### config.mk
export PLATFORM = sky130hd
export DESIGN_NAME = ttio_icb_port_resp
export DESIGN_NICKNAME = d
export VERILOG_FILES = /design/src/rtl/ttio_icb_port_resp.sv
export SDC_FILE = /design/constraint.sdc
export NUM_CORES = 1
export LEC_CHECK = 0
export BUFFER_PORTS_ARGS = -buffer_cell sky130_fd_sc_hd__buf_2
export CAP_MARGIN = 5
export CORE_MARGIN = 5
export CORE_UTILIZATION = 58
export CTS_CLUSTER_SIZE = 12
export DETAILED_ROUTE_END_ITERATION = 16
export PLACE_DENSITY = 0.86
export SLEW_MARGIN = 20
export SYNTH_ARGS = -nofsm -noshare
export SYNTH_HDL_FRONTEND = slang
export SYNTH_SLANG_ARGS = --single-unit
### constraint.sdc
create_clock -name clk -period 7.4 [get_ports clk]
set_input_delay 0.74 -clock clk [delete_from_list [all_inputs] [get_ports clk]]
set_output_delay 0.74 -clock clk [all_outputs]
set_load 0.02 [all_outputs]
### src/rtl/ttio_icb_port_resp.sv
// ttio_icb_port_resp: ICB responder for the TTIO port space.
//   Holds NPORT writable output words (driven on io_o) and NPORT read-only
//   input words (registered copies of io_i). Commands are answered in order
//   through a RSP_DEPTH-entry response FIFO, so several can be outstanding.
// Ports:
//   clk, rst          clock, synchronous active-high reset
//   icb_cmd_*         command channel (valid/ready, addr, read, wdata, wmask, size, itag)
//   icb_rsp_*         response channel (valid/ready, err, excl_ok, rdata, itag)
//   io_i              input-port pins, word k at [32k+31:32k]
//   io_o              output-port registers, same packing
module ttio_icb_port_resp #(
  parameter int unsigned NPORT     = 4,
  parameter int unsigned RSP_DEPTH = 2,
  parameter int unsigned ITAG_W    = 8
) (
  input  logic                  clk,
  input  logic                  rst,
  input  logic                  icb_cmd_valid,
  output logic                  icb_cmd_ready,
  input  logic [31:0]           icb_cmd_addr,
  input  logic                  icb_cmd_read,
  input  logic [31:0]           icb_cmd_wdata,
  input  logic [3:0]            icb_cmd_wmask,
  input  logic [1:0]            icb_cmd_size,
  input  logic [ITAG_W-1:0]     icb_cmd_itag,
  output logic                  icb_rsp_valid,
  input  logic                  icb_rsp_ready,
  output logic                  icb_rsp_err,
  output logic                  icb_rsp_excl_ok,
  output logic [31:0]           icb_rsp_rdata,
  output logic [ITAG_W-1:0]     icb_rsp_itag,
  input  logic [NPORT*32-1:0]   io_i,
  output logic [NPORT*32-1:0]   io_o
);

  localparam int unsigned PtrW = (RSP_DEPTH > 1) ? $clog2(RSP_DEPTH) : 1;
  localparam int unsigned CntW = $clog2(RSP_DEPTH + 1);

  // Port storage
  logic [31:0] out_q [NPORT];
  logic [31:0] out_d [NPORT];
  logic [31:0] in_q  [NPORT];

  // Response FIFO storage
  logic              err_mem_q   [RSP_DEPTH];
  logic [31:0]       rdata_mem_q [RSP_DEPTH];
  logic [ITAG_W-1:0] itag_mem_q  [RSP_DEPTH];
  logic [PtrW-1:0]   wr_ptr_q, wr_ptr_d;
  logic [PtrW-1:0]   rd_ptr_q, rd_ptr_d;
  logic [CntW-1:0]   cnt_q, cnt_d;

  // Decode
  logic [5:0]  idx;
  logic        hi_zero;
  logic        out_hit;
  logic        in_hit;
  logic        misalign;
  logic        cmd_err;
  logic [31:0] rd_word;
  logic [31:0] cmd_rdata;

  logic full;
  logic push;
  logic pop;

  function automatic logic [PtrW-1:0] ptr_inc(input logic [PtrW-1:0] p);
    ptr_inc = (p == PtrW'(RSP_DEPTH - 1)) ? '0 : p + 1'b1;
  endfunction

  always_comb begin
    idx      = {2'b00, icb_cmd_addr[5:2]};
    hi_zero  = (icb_cmd_addr[31:6] == '0);
    out_hit  = hi_zero && (idx < 6'(NPORT));
    in_hit   = hi_zero && (idx >= 6'(NPORT)) && (idx < 6'(2 * NPORT));
    misalign = ((icb_cmd_size == 2'd1) && icb_cmd_addr[0]) ||
               ((icb_cmd_size == 2'd2) && (icb_cmd_addr[1:0] != 2'b00));
    cmd_err  = !(out_hit || in_hit) || misalign || (icb_cmd_size == 2'd3) ||
               (!icb_cmd_read && in_hit);

    rd_word = '0;
    for (int k = 0; k < int'(NPORT); k++) begin
      if (idx == 6'(k))         rd_word = out_q[k];
      if (idx == 6'(NPORT + k)) rd_word = in_q[k];
    end
    cmd_rdata = (icb_cmd_read && !cmd_err) ? rd_word : '0;
  end

  // Handshake; a full FIFO still accepts when the head leaves this cycle
  always_comb begin
    full          = (cnt_q == CntW'(RSP_DEPTH));
    icb_rsp_valid = (cnt_q != '0);
    pop           = icb_rsp_valid && icb_rsp_ready;
    icb_cmd_ready = !full || pop;
    push          = icb_cmd_valid && icb_cmd_ready;
  end

  // Output-port byte writes
  always_comb begin
    for (int k = 0; k < int'(NPORT); k++) begin
      out_d[k] = out_q[k];
    end
    if (push && !icb_cmd_read && !cmd_err) begin
      for (int k = 0; k < int'(NPORT); k++) begin
        if (idx == 6'(k)) begin
          for (int b = 0; b < 4; b++) begin
            if (icb_cmd_wmask[b]) out_d[k][8*b +: 8] = icb_cmd_wdata[8*b +: 8];
          end
        end
      end
    end
  end

  always_comb begin
    wr_ptr_d = push ? ptr_inc(wr_ptr_q) : wr_ptr_q;
    rd_ptr_d = pop  ? ptr_inc(rd_ptr_q) : rd_ptr_q;
    cnt_d    = cnt_q;
    if (push && !pop)      cnt_d = cnt_q + CntW'(1);
    else if (pop && !push) cnt_d = cnt_q - CntW'(1);
  end

  always_ff @(posedge clk) begin
    if (rst) begin
      wr_ptr_q <= '0;
      rd_ptr_q <= '0;
      cnt_q    <= '0;
      for (int k = 0; k < int'(NPORT); k++) begin
        out_q[k] <= '0;
        in_q[k]  <= '0;
      end
      for (int e = 0; e < int'(RSP_DEPTH); e++) begin
        err_mem_q[e]   <= 1'b0;
        rdata_mem_q[e] <= '0;
        itag_mem_q[e]  <= '0;
      end
    end else begin
      wr_ptr_q <= wr_ptr_d;
      rd_ptr_q <= rd_ptr_d;
      cnt_q    <= cnt_d;
      for (int k = 0; k < int'(NPORT); k++) begin
        out_q[k] <= out_d[k];
        in_q[k]  <= io_i[32*k +: 32];
      end
      if (push) begin
        err_mem_q[wr_ptr_q]   <= cmd_err;
        rdata_mem_q[wr_ptr_q] <= cmd_rdata;
        itag_mem_q[wr_ptr_q]  <= icb_cmd_itag;
      end
    end
  end

  // Response fields come straight from FIFO registers, never from the command
  always_comb begin
    icb_rsp_err     = err_mem_q[rd_ptr_q];
    icb_rsp_rdata   = rdata_mem_q[rd_ptr_q];
    icb_rsp_itag    = itag_mem_q[rd_ptr_q];
    icb_rsp_excl_ok = 1'b0;
    for (int k = 0; k < int'(NPORT); k++) begin
      io_o[32*k +: 32] = out_q[k];
    end
  end

endmodule

# After elaboration in Yosys (flattened, before gate mapping)
# Memories as Yosys holds them, arrays and structs flattened. A register that Yosys moved wholly into a read port is not among the register bits.
# Cells that the tools add are included.
[word_totals]
register_bits = 4
ramBits = 338
inputBits = 211
out_inout_bits = 172
n_memories = 5
[memory_table]
columns = ["memory", "words", "width", "read_ports", "rd_clocked_by_memory_dff", "wr", "line_no", "rtl"]
rows = [
  ["in_q", 4, 32, 4, 0, 4, "42", "logic [31:0] in_q [NPORT];"],
  ["out_q", 4, 32, 4, 0, 4, "40", "logic [31:0] out_q [NPORT];"],
  ["rdata_mem_q", 2, 32, 1, 1, 2, "46", "logic [31:0] rdata_mem_q [RSP_DEPTH];"],
  ["itag_mem_q", 2, 8, 1, 1, 2, "47", "logic [ITAG_W-1:0] itag_mem_q [RSP_DEPTH];"],
  ["err_mem_q", 2, 1, 1, 1, 2, "45", "logic err_mem_q [RSP_DEPTH];"],
]
[op_classes]
addsub = 4
magnitude_cmp = 3
n_eq_ne = 11
n_mux = 63
bitwise_logic = 8
reduce_logical = 34
[op_table]
columns = ["cell", "n"]
rows = [
  ["two-way mux 32 bit", 22],
  ["two-way mux 8 bit", 17],
  ["two-way mux 128 bit", 1],
  ["OR reduction 32 bit", 1],
  ["zero test 26 bit", 1],
  ["two-way mux 1 bit", 21],
  ["equality test 4 x 3 -> 1 bit, second input constant", 4],
  ["logical AND 1 bit", 13],
  ["equality test 4 x 2 -> 1 bit, second input constant", 2],
  ["bitwise OR 1 bit", 8],
  ["OR reduction 8 bit", 1],
  ["equality test 2 bit, second input constant", 3],
  ["zero test 1 bit", 6],
  ["zero test 6 bit", 1],
  ["logical OR 1 bit", 6],
  ["nonzero test 2 bit", 3],
  ["equality test 4 x 1 -> 1 bit, second input constant", 1],
  [">= comparator 4 x 3 -> 1 bit, second input constant", 1],
  ["zero test 4 bit", 1],
  ["< comparator 4 x 3 -> 1 bit, second input constant", 1],
  ["< comparator 4 bit, second input constant", 1],
  ["two-way mux 2 bit", 2],
  ["adder 1 bit, second input constant", 2],
  ["adder 2 x 1 -> 2 bit, second input constant", 1],
  ["3 further kinds", 3],
]

# Depth between registers and ports, before layout
# Gate-level depths: netlist of the first run.
[depth]
word_depth = 12
mapped_depth = 7

# Worst setup path after synthesis of the first run
# Ideal clock, no wire load.
[synth_timing]
kind = "input to register"
start = "in icb_rsp_ready"
end = "mem err_mem_q[0] (enable)"
arrival_ps = 3114
required_time_ps = 6952
setup_slack_ps = 3838
path_stages = 3
n_path_buf = 0
path_cell_list = "or3b_1 -> nand2_1 -> o21bai_1"
[synth_lines]
columns = ["item", "line_no", "rtl"]
rows = [
  ["start, declared", "27", "input logic icb_rsp_ready,"],
  ["end, declared", "45", ""],
]

==> results of run 1 <==
[kinds of logic after synthesis]
kind of cell               Yosys count  synth area share [%]
AOI/OAI and AO/OA                  275                  13.8
xor gates and xnor gates             4                 0.227
adders and majority gates            1                0.0810
buffers and inverters              118                  3.42
DFF                                343                  49.8
muxes                              189                  12.7
other                                1                0.0243
and+or+nand+nor                    484                  20.0
[area by class of cell]
cell class | instances | share of cell area (%)
clock buffer | 59 | 6.14
clock inverter | 8 | 0.269
sequential | 343 | 41.3
tap | 335 | 2.25
multi-input combinational | 954 | 39.0
antenna | 5 | 0.0672
inverter | 4 | 0.0807
timing repair buffer | 394 | 10.8
[how the worst min path moves through the flow]
stage	start	to	slack, ns	cells after the start
floorplan	cnt_q[1]$_SDFFE_PP0P_	cnt_q[1]$_SDFFE_PP0P_	0.46	2
global placement	out_q[2][22]$_SDFFE_PP0P_	out_q[2][22]$_SDFFE_PP0P_	0.47	2
detailed placement	out_q[1][2]$_SDFFE_PP0P_	out_q[1][2]$_SDFFE_PP0P_	0.48	2
CTS	io_i[6]	in_q[0][6]$_SDFF_PP0_	0.42	2
global route	io_i[102]	in_q[3][6]$_SDFF_PP0_	0.43	2
finish	io_i[6]	in_q[0][6]$_SDFF_PP0_	0.43	2
[sequential cells by signal (all words and copies together) (netlist names), named ones only]
register and count:
rdata_mem_q 64, rd_ptr_q 1, wr_ptr_q 1, itag_mem_q 16, err_mem_q 2, cnt_q 2
in_q 128, out_q 128
[power breakdown]
group          internal, W  switching (W)  total [W]
clock network      0.00106       0.000741    0.00180
registers          0.00201      0.0000703    0.00208
logic             0.000250       0.000358   0.000608
total              0.00332        0.00117    0.00449
[through the flow]
step / cell area (um2) / util [%]
global route: 18600 / 71.2
CTS: 18600 / 71.1
floorplan: 15400 / -
global placement: 17400 / 66.5
detailed placement: 17400 / 66.6
finish: 18600 / 71.2
[per-layer routing]
metal	part of all wire, %	track usage [%]
met1	39	40.5
met2	46	49.6
met3	9.9	6.90
met4	4.9	14.6
met5	0	0
[placed cells by master (no fill, tap or decap), types with 25 or more instances in the layout]
cell type / instances
mux2i_1: 138
mux2_2: 51
o21ai_0: 67
nor4_1: 25
nor2_1: 34
o22ai_1: 54
buf_2: 379
clkbuf_16: 40
nand2_1: 26
nor2b_1: 151
dfxtp_1: 260
nand2b_1: 165
edfxtp_1: 82
a21o_1: 54
==> results.toml, run 1 <==
[status]
outcome = "complete, no violations"

[timing]
worst_pin_slew_ns = 1.15
fmax_mhz = 281
min_period_ns = 3.56
hold_violations = 0
relSlewSlack_pct = 23.3
rsz0062_at_grt = "false"
setup_tns_ns = 0
hold_slack_ns = 0.429
finalSetupViolCount = 0
report.final.slew_viol_count = 0
fin_crit_sh_pct = 48.1
clock_skew_ns = 0.0242
setup_ws_ns = 3.84

[synthesis]
yosys.area.top_type = "dfxtp_1"
synth_async_sr_flop_share_pct = 0
yosysTopAreaCellShare_pct = 33.8
synthTopCellsByCount = "dfxtp_1 (261), nand2b_1 (168), nor2b_1 (152)"
ys.flop_type = "dfxtp_1"
ys_warn_count = 0
seq_area_frac_synth_pct = 49.8
synth.area.top_cells = "dfxtp_1 (34%), edfxtp_1 (16%), mux2i_1 (8.9%)"
syn_area_per_cell_um2 = 10.9
syn_nets = 1627
synth_edf_count = 82
synth_cell_type_count = 53
netlist_area_um2 = 15400
postSynthCellCount = 1415
synth_most_common_cell = "dfxtp_1"
ys_ff_latch = 343

[worst_setup_path]
endpoint_kind = "register"
critPathRequiredTime_ns = 7.67
worst-path-stages = 7
crit_family = "buffers and inverters"
slowest_stage = "o221a_2"
setup.worst_path.end = "rdata_mem_q[0][13]$_SDFFCE_PN0P_"
worstSetupPathType = "in -> reg"
r2r_slack_ns = 4.79
cp-startpoint = "icb_cmd_addr[4]"
crit_top_cell = "buf_4"
critical_path.max_stage_delay_ns = 0.66
setup.worst_path.start_class = "input pin"
reg2reg_to = "itag_mem_q[1][2]$_SDFFCE_PN0P_"
worstRegToRegCells = 5
critPathBufInv = 4
r2r-start = "cnt_q[0]$_SDFFE_PP0P_"
worstPathArrival_ns = 3.83
cp_cell_sequence = "buf_2, buf_4, inv_1, o221a_2, nand4_4, buf_4, a2111oi_1"
crit_fanout = 43

[final_layout]
syn_to_final_growth_pct = 20.5
num-nets-final = 1947
drive_above_1_share_pct = 31.3
final_cell_count_no_fill = 2102
multi_input_area_um2 = 7260
fillers = 1845
seq_area_um2 = 7690

[global_route]
gr-total-overflow = 0
grt_start_max_net_pins = 118
grt_use_total_pct = 31.1
first_global_vias = 12900
antenna_found_initial = 5
grt_pass1_wl_um = 74400

[floorplanning]
num_rows = 59
die_area_um2 = 30000
initial_core_util_pct = 59.1
io_pins = 383
die_width_um = 173
core_area_um2 = 26100
die_h_um = 173

[placement]
io_buffers = 381
place.detailed.hpwl_um = 33400
dp_slack_ns = 3.42
dpl.cell_count = 2030
routabilityCongestion = 0.925

[clock_network]
root_buffer = "clkbuf_16"
cts_tree = "built"
ctsHoldBuffers = 0
clock-sinks = 343
cts_buffer_depth = 3
numCtsBuffers = 38
htreeDepth = 2
post_cts_buffers = 0
path_clk_slew_ns = 0.06
insertion_delay_ns = 0.52
post_cts_resized = 0

[pwr]
powerDensity_nw_per_um2 = 241
vdd_ir_drop_max_mv = 0.187
total_power_w = 0.00449
power_leakage_nw = 8.33

[routing]
num_vias = 13000
via_per_inst = 6.17
route.detailed.drc = 0
wire_per_inst_um = 23.4
routed_wl_um = 49200
ant_nets = 0
dr.pass1.iters = 5
first_iter_violations = 1531

[run]
drv_cap = 0

[worst_hold_path]
hp-class = "in -> reg"
(Power assumes the default switching activity.)
==> run 2, diff against run 1 <==
--- a/config.mk
+++ b/config.mk
@@ -5,13 +5,14 @@
 export SDC_FILE = /design/constraint.sdc
 export NUM_CORES = 1
 export LEC_CHECK = 0
+export ABC_AREA = 1
 export BUFFER_PORTS_ARGS = -buffer_cell sky130_fd_sc_hd__buf_2
 export CAP_MARGIN = 5
 export CORE_MARGIN = 5
-export CORE_UTILIZATION = 58
+export CORE_UTILIZATION = 48
 export CTS_CLUSTER_SIZE = 12
 export DETAILED_ROUTE_END_ITERATION = 16
-export PLACE_DENSITY = 0.86
+export PLACE_DENSITY = 0.77
 export SLEW_MARGIN = 20
 export SYNTH_ARGS = -nofsm -noshare
 export SYNTH_HDL_FRONTEND = slang
==> constraint.sdc (replaced) <==
create_clock -name clk -period 3.18 [get_ports clk]
set_input_delay 0.318 -clock clk [delete_from_list [all_inputs] [get_ports clk]]
set_output_delay 0.318 -clock clk [all_outputs]
set_load 0.02 [all_outputs]
==> results.toml, run 2 <==
[synthesis]
synth_cell_type_count = 26
postSynthCellCount = 1745
netlist_area_um2 = 14300
seq_area_frac_synth_pct = 53.6
synth_most_common_cell = "nor2_1"
ys_warn_count = 0
yosys.area.top_type = "dfxtp_1"
syn_area_per_cell_um2 = 8.22
syn_nets = 1957
yosysTopAreaCellShare_pct = 36.4
synth.area.top_cells = "dfxtp_1 (36%), edfxtp_1 (17%), nor2_1 (8.0%)"
ys_ff_latch = 343
ys.flop_type = "dfxtp_1"
synth_edf_count = 82
synthTopCellsByCount = "nor2_1 (306), dfxtp_1 (261), nand2_1 (252)"
synth_async_sr_flop_share_pct = 0

[floorplanning]
core_area_um2 = 29600
initial_core_util_pct = 48.5
die_area_um2 = 33400
io_pins = 383
num_rows = 63
die_h_um = 183
die_width_um = 183

[worst_setup_path]
crit_fanout = 32
endpoint_kind = "register"
worstPathArrival_ns = 2.84
reg2reg_to = "itag_mem_q[1][3]$_SDFFCE_PN0P_"
critPathRequiredTime_ns = 3.42
worstSetupPathType = "in -> reg"
r2r_slack_ns = 0.91
r2r-start = "cnt_q[0]$_SDFFE_PP0P_"
worstRegToRegCells = 7
setup.worst_path.start_class = "input pin"

[routing]
dr.pass1.iters = 5
route.detailed.drc = 0
via_per_inst = 5.55
wire_per_inst_um = 19.8
routed_wl_um = 50100
first_iter_violations = 1658
ant_nets = 0
num_vias = 14100

[timing]
worst_pin_slew_ns = 1.11
hold_violations = 0
min_period_ns = 2.60
rsz0062_at_grt = "false"
finalSetupViolCount = 0
relSlewSlack_pct = 26.2
report.final.slew_viol_count = 0
fin_crit_sh_pct = 81.6
clock_skew_ns = 0.0175
fmax_mhz = 385
setup_tns_ns = 0

[pwr]
p_sw_w = 0.00262
total_power_w = 0.0107
power_leakage_nw = 8.15
pwr-share-clk_pct = 44.2
powerDensity_nw_per_um2 = 586
sw_frac_of_total_pct = 24.5
intPower_w = 0.00806
vdd_ir_drop_max_mv = 0.359
seq_power_share_pct = 44.4
comb_power_share_pct = 11.4

[placement]
dpl_cell_area_um2 = 16500
routabilityCongestion = 0.940
place.detailed.hpwl_um = 35400
io_buffers = 381

[clock_network]
numCtsBuffers = 39
cts_buffer_depth = 3
insertion_delay_ns = 0.52
root_buffer = "clkbuf_16"
clock-sinks = 343
path_clk_slew_ns = 0.06
htreeDepth = 2
post_cts_buffers = 0
cts_tree = "built"

[status]
outcome = "complete, no violations"

[final_layout]
drive_above_1_share_pct = 25.0
syn_to_final_growth_pct = 27.1
final_cell_mix = "buf_2 (380), nor2_1 (302), dfxtp_1 (260)"
final_common_cell = "buf_2"
reg_top3 = "in_q x128, out_q x128, rdata_mem_q x64"
final_cell_area_um2 = 18200
fin_util_pct = 61.7
num-nets-final = 2328

[global_route]
antenna_found_initial = 4
grt_pass1_wl_um = 75500
first_global_vias = 13100
gr-total-overflow = 0
grt_start_max_net_pins = 144
grt_use_total_pct = 28.5

[worst_hold_path]
hold_depth = 3
min_from = "io_i[39]"
hold_end = "in_q[1][7]$_SDFF_PP0_"
hp-class = "in -> reg"

[run]
drv_cap = 0
-- run 2: through the flow --
step	setup WS [ns]	hold slack [ns]	cells
5_1_grt	0.427	0.00684	2535
4_1_cts	0.610	0.000260	2534
6_report	0.584	0.0120	2535
3_3_place_gp	0.656	0.449	2424
2_1_floorplan	0.653	0.425	1745
3_5_place_dp	0.553	0.466	2424
-- run 2: what timing repair did --
item | CTS | global route
hold buffers | 41 | 0
endpoints found under the hold margin | 41 | 0
gates resized for setup | 0 | 0
-- run 2: power by group through the flow --
stage	clock [W]	sequential (W)	combinational, W
2_1_floorplan	0	0.00478	0.000738
3_3_place_gp	0	0.00483	0.00116
3_5_place_dp	0	0.00484	0.00117
4_1_cts	0.00477	0.00474	0.00121
5_1_grt	0.00496	0.00476	0.00132
6_report	0.00472	0.00474	0.00122
-- run 2: worst max-delay path by stage --
stage / cells past startpoint / start / end / slack, ns
2_1_floorplan: 8 / cnt_q[1]$_SDFFE_PP0P_ / err_mem_q[1]$_SDFFCE_PN0P_ / 0.65
3_3_place_gp: 10 / icb_cmd_addr[4] / rdata_mem_q[1][16]$_SDFFCE_PN0P_ / 0.66
3_5_place_dp: 10 / icb_cmd_addr[4] / rdata_mem_q[0][26]$_SDFFCE_PN0P_ / 0.55
4_1_cts: 3 / register / icb_rsp_rdata[15] / 0.61
5_1_grt: 10 / icb_cmd_addr[4] / rdata_mem_q[0][29]$_SDFFCE_PN0P_ / 0.43
6_report: 10 / icb_cmd_addr[4] / rdata_mem_q[0][26]$_SDFFCE_PN0P_ / 0.58
-- run 2: critical path, cell delays in order --
cell,delay [ns]
buf_2,0.40
inv_2,0.08
nor2_2,0.25
inv_1,0.09
nor2_2,0.19
clkinv_1,0.85
nor2_1,0.39
nor2_1,0.09
nand2_1,0.10
nor2_1,0.05
-- run 2: cell families (layout without fill, tap and decap cells) --
kind of cell | after synthesis | in the layout | share of synthesized area, %
other | 1 | 2 | 0.0261
AOI/OAI and AO/OA | 216 | 216 | 7.80
xor gates and xnor gates | 1 | 1 | 0.0611
buffers and inverters | 274 | 673 | 8.07
adders and majority gates | 1 | 1 | 0.0872
DFF | 343 | 343 | 53.6
muxes | 41 | 41 | 3.22
and+or+nand+nor | 868 | 868 | 27.2
-- run 2: area by class of cell --
cell class / instances / area [um2]
Inverter: 159 / 597
Sequential cell: 343 / 7690
Fill cell: 2561 / 11300
Multi-Input combinational cell: 1128 / 5550
Timing Repair Buffer: 445 / 2550
Clock buffer: 53 / 1130
Antenna cell: 1 / 2.50
Clock inverter: 16 / 224
Tap cell: 390 / 488
-- run 2: metal layers --
metal,track usage [%],part of all wire (%)
met5,0,0.092
met4,9.51,3.8
met3,7.89,12
met2,41.9,43
met1,40.9,42
==> run 3, diff against run 2 <==
--- a/config.mk
+++ b/config.mk
@@ -9,10 +9,10 @@
 export BUFFER_PORTS_ARGS = -buffer_cell sky130_fd_sc_hd__buf_2
 export CAP_MARGIN = 5
 export CORE_MARGIN = 5
-export CORE_UTILIZATION = 48
+export CORE_UTILIZATION = 53
 export CTS_CLUSTER_SIZE = 12
 export DETAILED_ROUTE_END_ITERATION = 16
-export PLACE_DENSITY = 0.77
+export PLACE_DENSITY = 0.8
 export SLEW_MARGIN = 20
 export SYNTH_ARGS = -nofsm -noshare
 export SYNTH_HDL_FRONTEND = slang
==> constraint.sdc (replaced) <==
create_clock -name clk -period 2.6 [get_ports clk]
set_input_delay 0.26 -clock clk [delete_from_list [all_inputs] [get_ports clk]]
set_output_delay 0.26 -clock clk [all_outputs]
set_load 0.02 [all_outputs]
==> results.toml, run 3 (synthesized netlist as in run 2, its figures left out) <==
[status]
outcome = "complete, no violations"

[clock_network]
cts_buffer_depth = 3
insertion_delay_ns = 0.52
post_cts_resized = 0
numCtsBuffers = 37
post_cts_buffers = 0
cts_tree = "built"
clock-sinks = 343
path_clk_slew_ns = 0.06
ctsHoldBuffers = 128
root_buffer = "clkbuf_16"
htreeDepth = 2

[worst_setup_path]
critPathBufInv = 2
worstPathArrival_ns = 1.85
worstRegToRegCells = 9
critPathRequiredTime_ns = 2.34
worstSetupPathType = "reg -> out"
crit_fanout = 34
cp_cell_sequence = "buf_12, mux2_2, buf_2"
worst-path-stages = 3
endpoint_kind = "output pin"
r2r_slack_ns = 0.54
setup.worst_path.start_class = "register"
slowest_stage = "dfxtp_2"
crit_family = "flip-flops"
critical_path.max_stage_delay_ns = 0.48

[timing]
worst_pin_slew_ns = 0.806
min_period_ns = 2.11
hold_violations = 0
fin_crit_sh_pct = 81.1
finalSetupViolCount = 0
hold_slack_ns = 0.0598
rsz0062_at_grt = "false"
setup_tns_ns = 0
report.final.slew_viol_count = 0
clock_skew_ns = 0.0181
relSlewSlack_pct = 46.3
fmax_mhz = 474

[final_layout]
final_cell_count_no_fill = 2582
fillers = 1945
final_cell_mix = "buf_2 (380), nor2_1 (302), dfxtp_1 (260)"
final_common_cell = "buf_2"
drive_above_1_share_pct = 24.0
reg_top3 = "in_q x128, out_q x128, rdata_mem_q x64"
syn_to_final_growth_pct = 32.4
final_cell_area_um2 = 19000
num-nets-final = 2418

[global_route]
gr-total-overflow = 0
antenna_found_initial = 8
grt_use_total_pct = 32.4
first_global_vias = 14100
grt_pass1_wl_um = 78900
grt_start_max_net_pins = 258

[worst_hold_path]
hp-class = "in -> reg"
hold_depth = 3

[routing]
num_vias = 14800
routed_wl_um = 52000
dr.pass1.iters = 12
wire_per_inst_um = 20.2
route.detailed.drc = 0
first_iter_violations = 2107
via_per_inst = 5.72
ant_nets = 0

[pwr]
pwr-share-clk_pct = 40.5
sw_frac_of_total_pct = 25.7
intPower_w = 0.00931
powerDensity_nw_per_um2 = 660
power_leakage_nw = 8.46
seq_power_share_pct = 46.0
total_power_w = 0.0125
p_sw_w = 0.00323
comb_power_share_pct = 13.4
vdd_ir_drop_max_mv = 0.465

[floorplanning]
die_h_um = 175
core_area_um2 = 26800
die_width_um = 175
initial_core_util_pct = 53.5
num_rows = 60
io_pins = 383
die_area_um2 = 30500

[run]
drv_cap = 0

[placement]
io_buffers = 381
routabilityCongestion = 1.02
dpl.cell_count = 2379
place.detailed.hpwl_um = 34000
dpl_cell_area_um2 = 16500
==> run 3: changes by cell type in the layout (fill, tap and decap cells not counted), sizes merged <==
cell         delta
buf             +5
clkbuf          +8
bufinv          -6
clkinv          -8
inv             +2
dlygate4sd3    +87
diode           +8
==> run 3: final cells by class <==
cell class	count	area (um2)	area share, %
Sequential cell	343	7690	40.5
Multi-Input combinational cell	1128	5550	29.2
Timing Repair Buffer	537	3550	18.7
Clock buffer	61	1130	5.95
Inverter	159	597	3.14
Tap cell	341	427	2.25
Clock inverter	4	25.0	0.132
Antenna cell	9	22.5	0.119
==> run 3: layer usage <==
layer  vias up  share of wire (%)  track usage, %  wire length (um)
met2      1087                 44            49.0             23000
li1       6767                  -               -                 -
met4         0                4.9            14.2              2530
met5         -                  0               0                 0
met3       174                 11            6.63              5930
met1      6734                 40            45.1             20600
==> run 3: worst register-to-register path, cell delays in order, from the launching register on <==
cell     delay [ns]
dfxtp_1        0.29
inv_1          0.10
nor2_1         0.05
nand2_1        0.08
nand2_1        0.21
nor2_4         0.22
buf_12         0.29
nand3_1        0.40
nand2_1        0.16
a21oi_1        0.08
==> run 3: metrics by stage <==
stage	utilization (%)	worst slack [ns]
2_1_floorplan	-	0.0734
3_3_place_gp	61.6	0.248
3_5_place_dp	61.6	0.200
4_1_cts	70.7	0.494
5_1_grt	70.8	0.353
6_report	70.8	0.491
==> run 3: final timing paths <==
kind / startpoint / to
worst min-delay path: icb_cmd_wdata[0] / out_q[3][0]$_SDFFE_PP0P_
worst min register to register: out_q[0][2]$_SDFFE_PP0P_ / out_q[0][2]$_SDFFE_PP0P_
worst max register to register: cnt_q[1]$_SDFFE_PP0P_ / out_q[0][25]$_SDFFE_PP0P_
worst max-delay path: register / icb_rsp_rdata[17]
==> run 3: power by group through the flow <==
stage               clock (W)  combinational [W]  sequential [W]
finish                0.00508            0.00168         0.00577
CTS                   0.00510            0.00163         0.00577
detailed placement          0            0.00147         0.00588
global route          0.00536            0.00179         0.00579
floorplan                   0           0.000902         0.00584
global placement            0            0.00146         0.00588
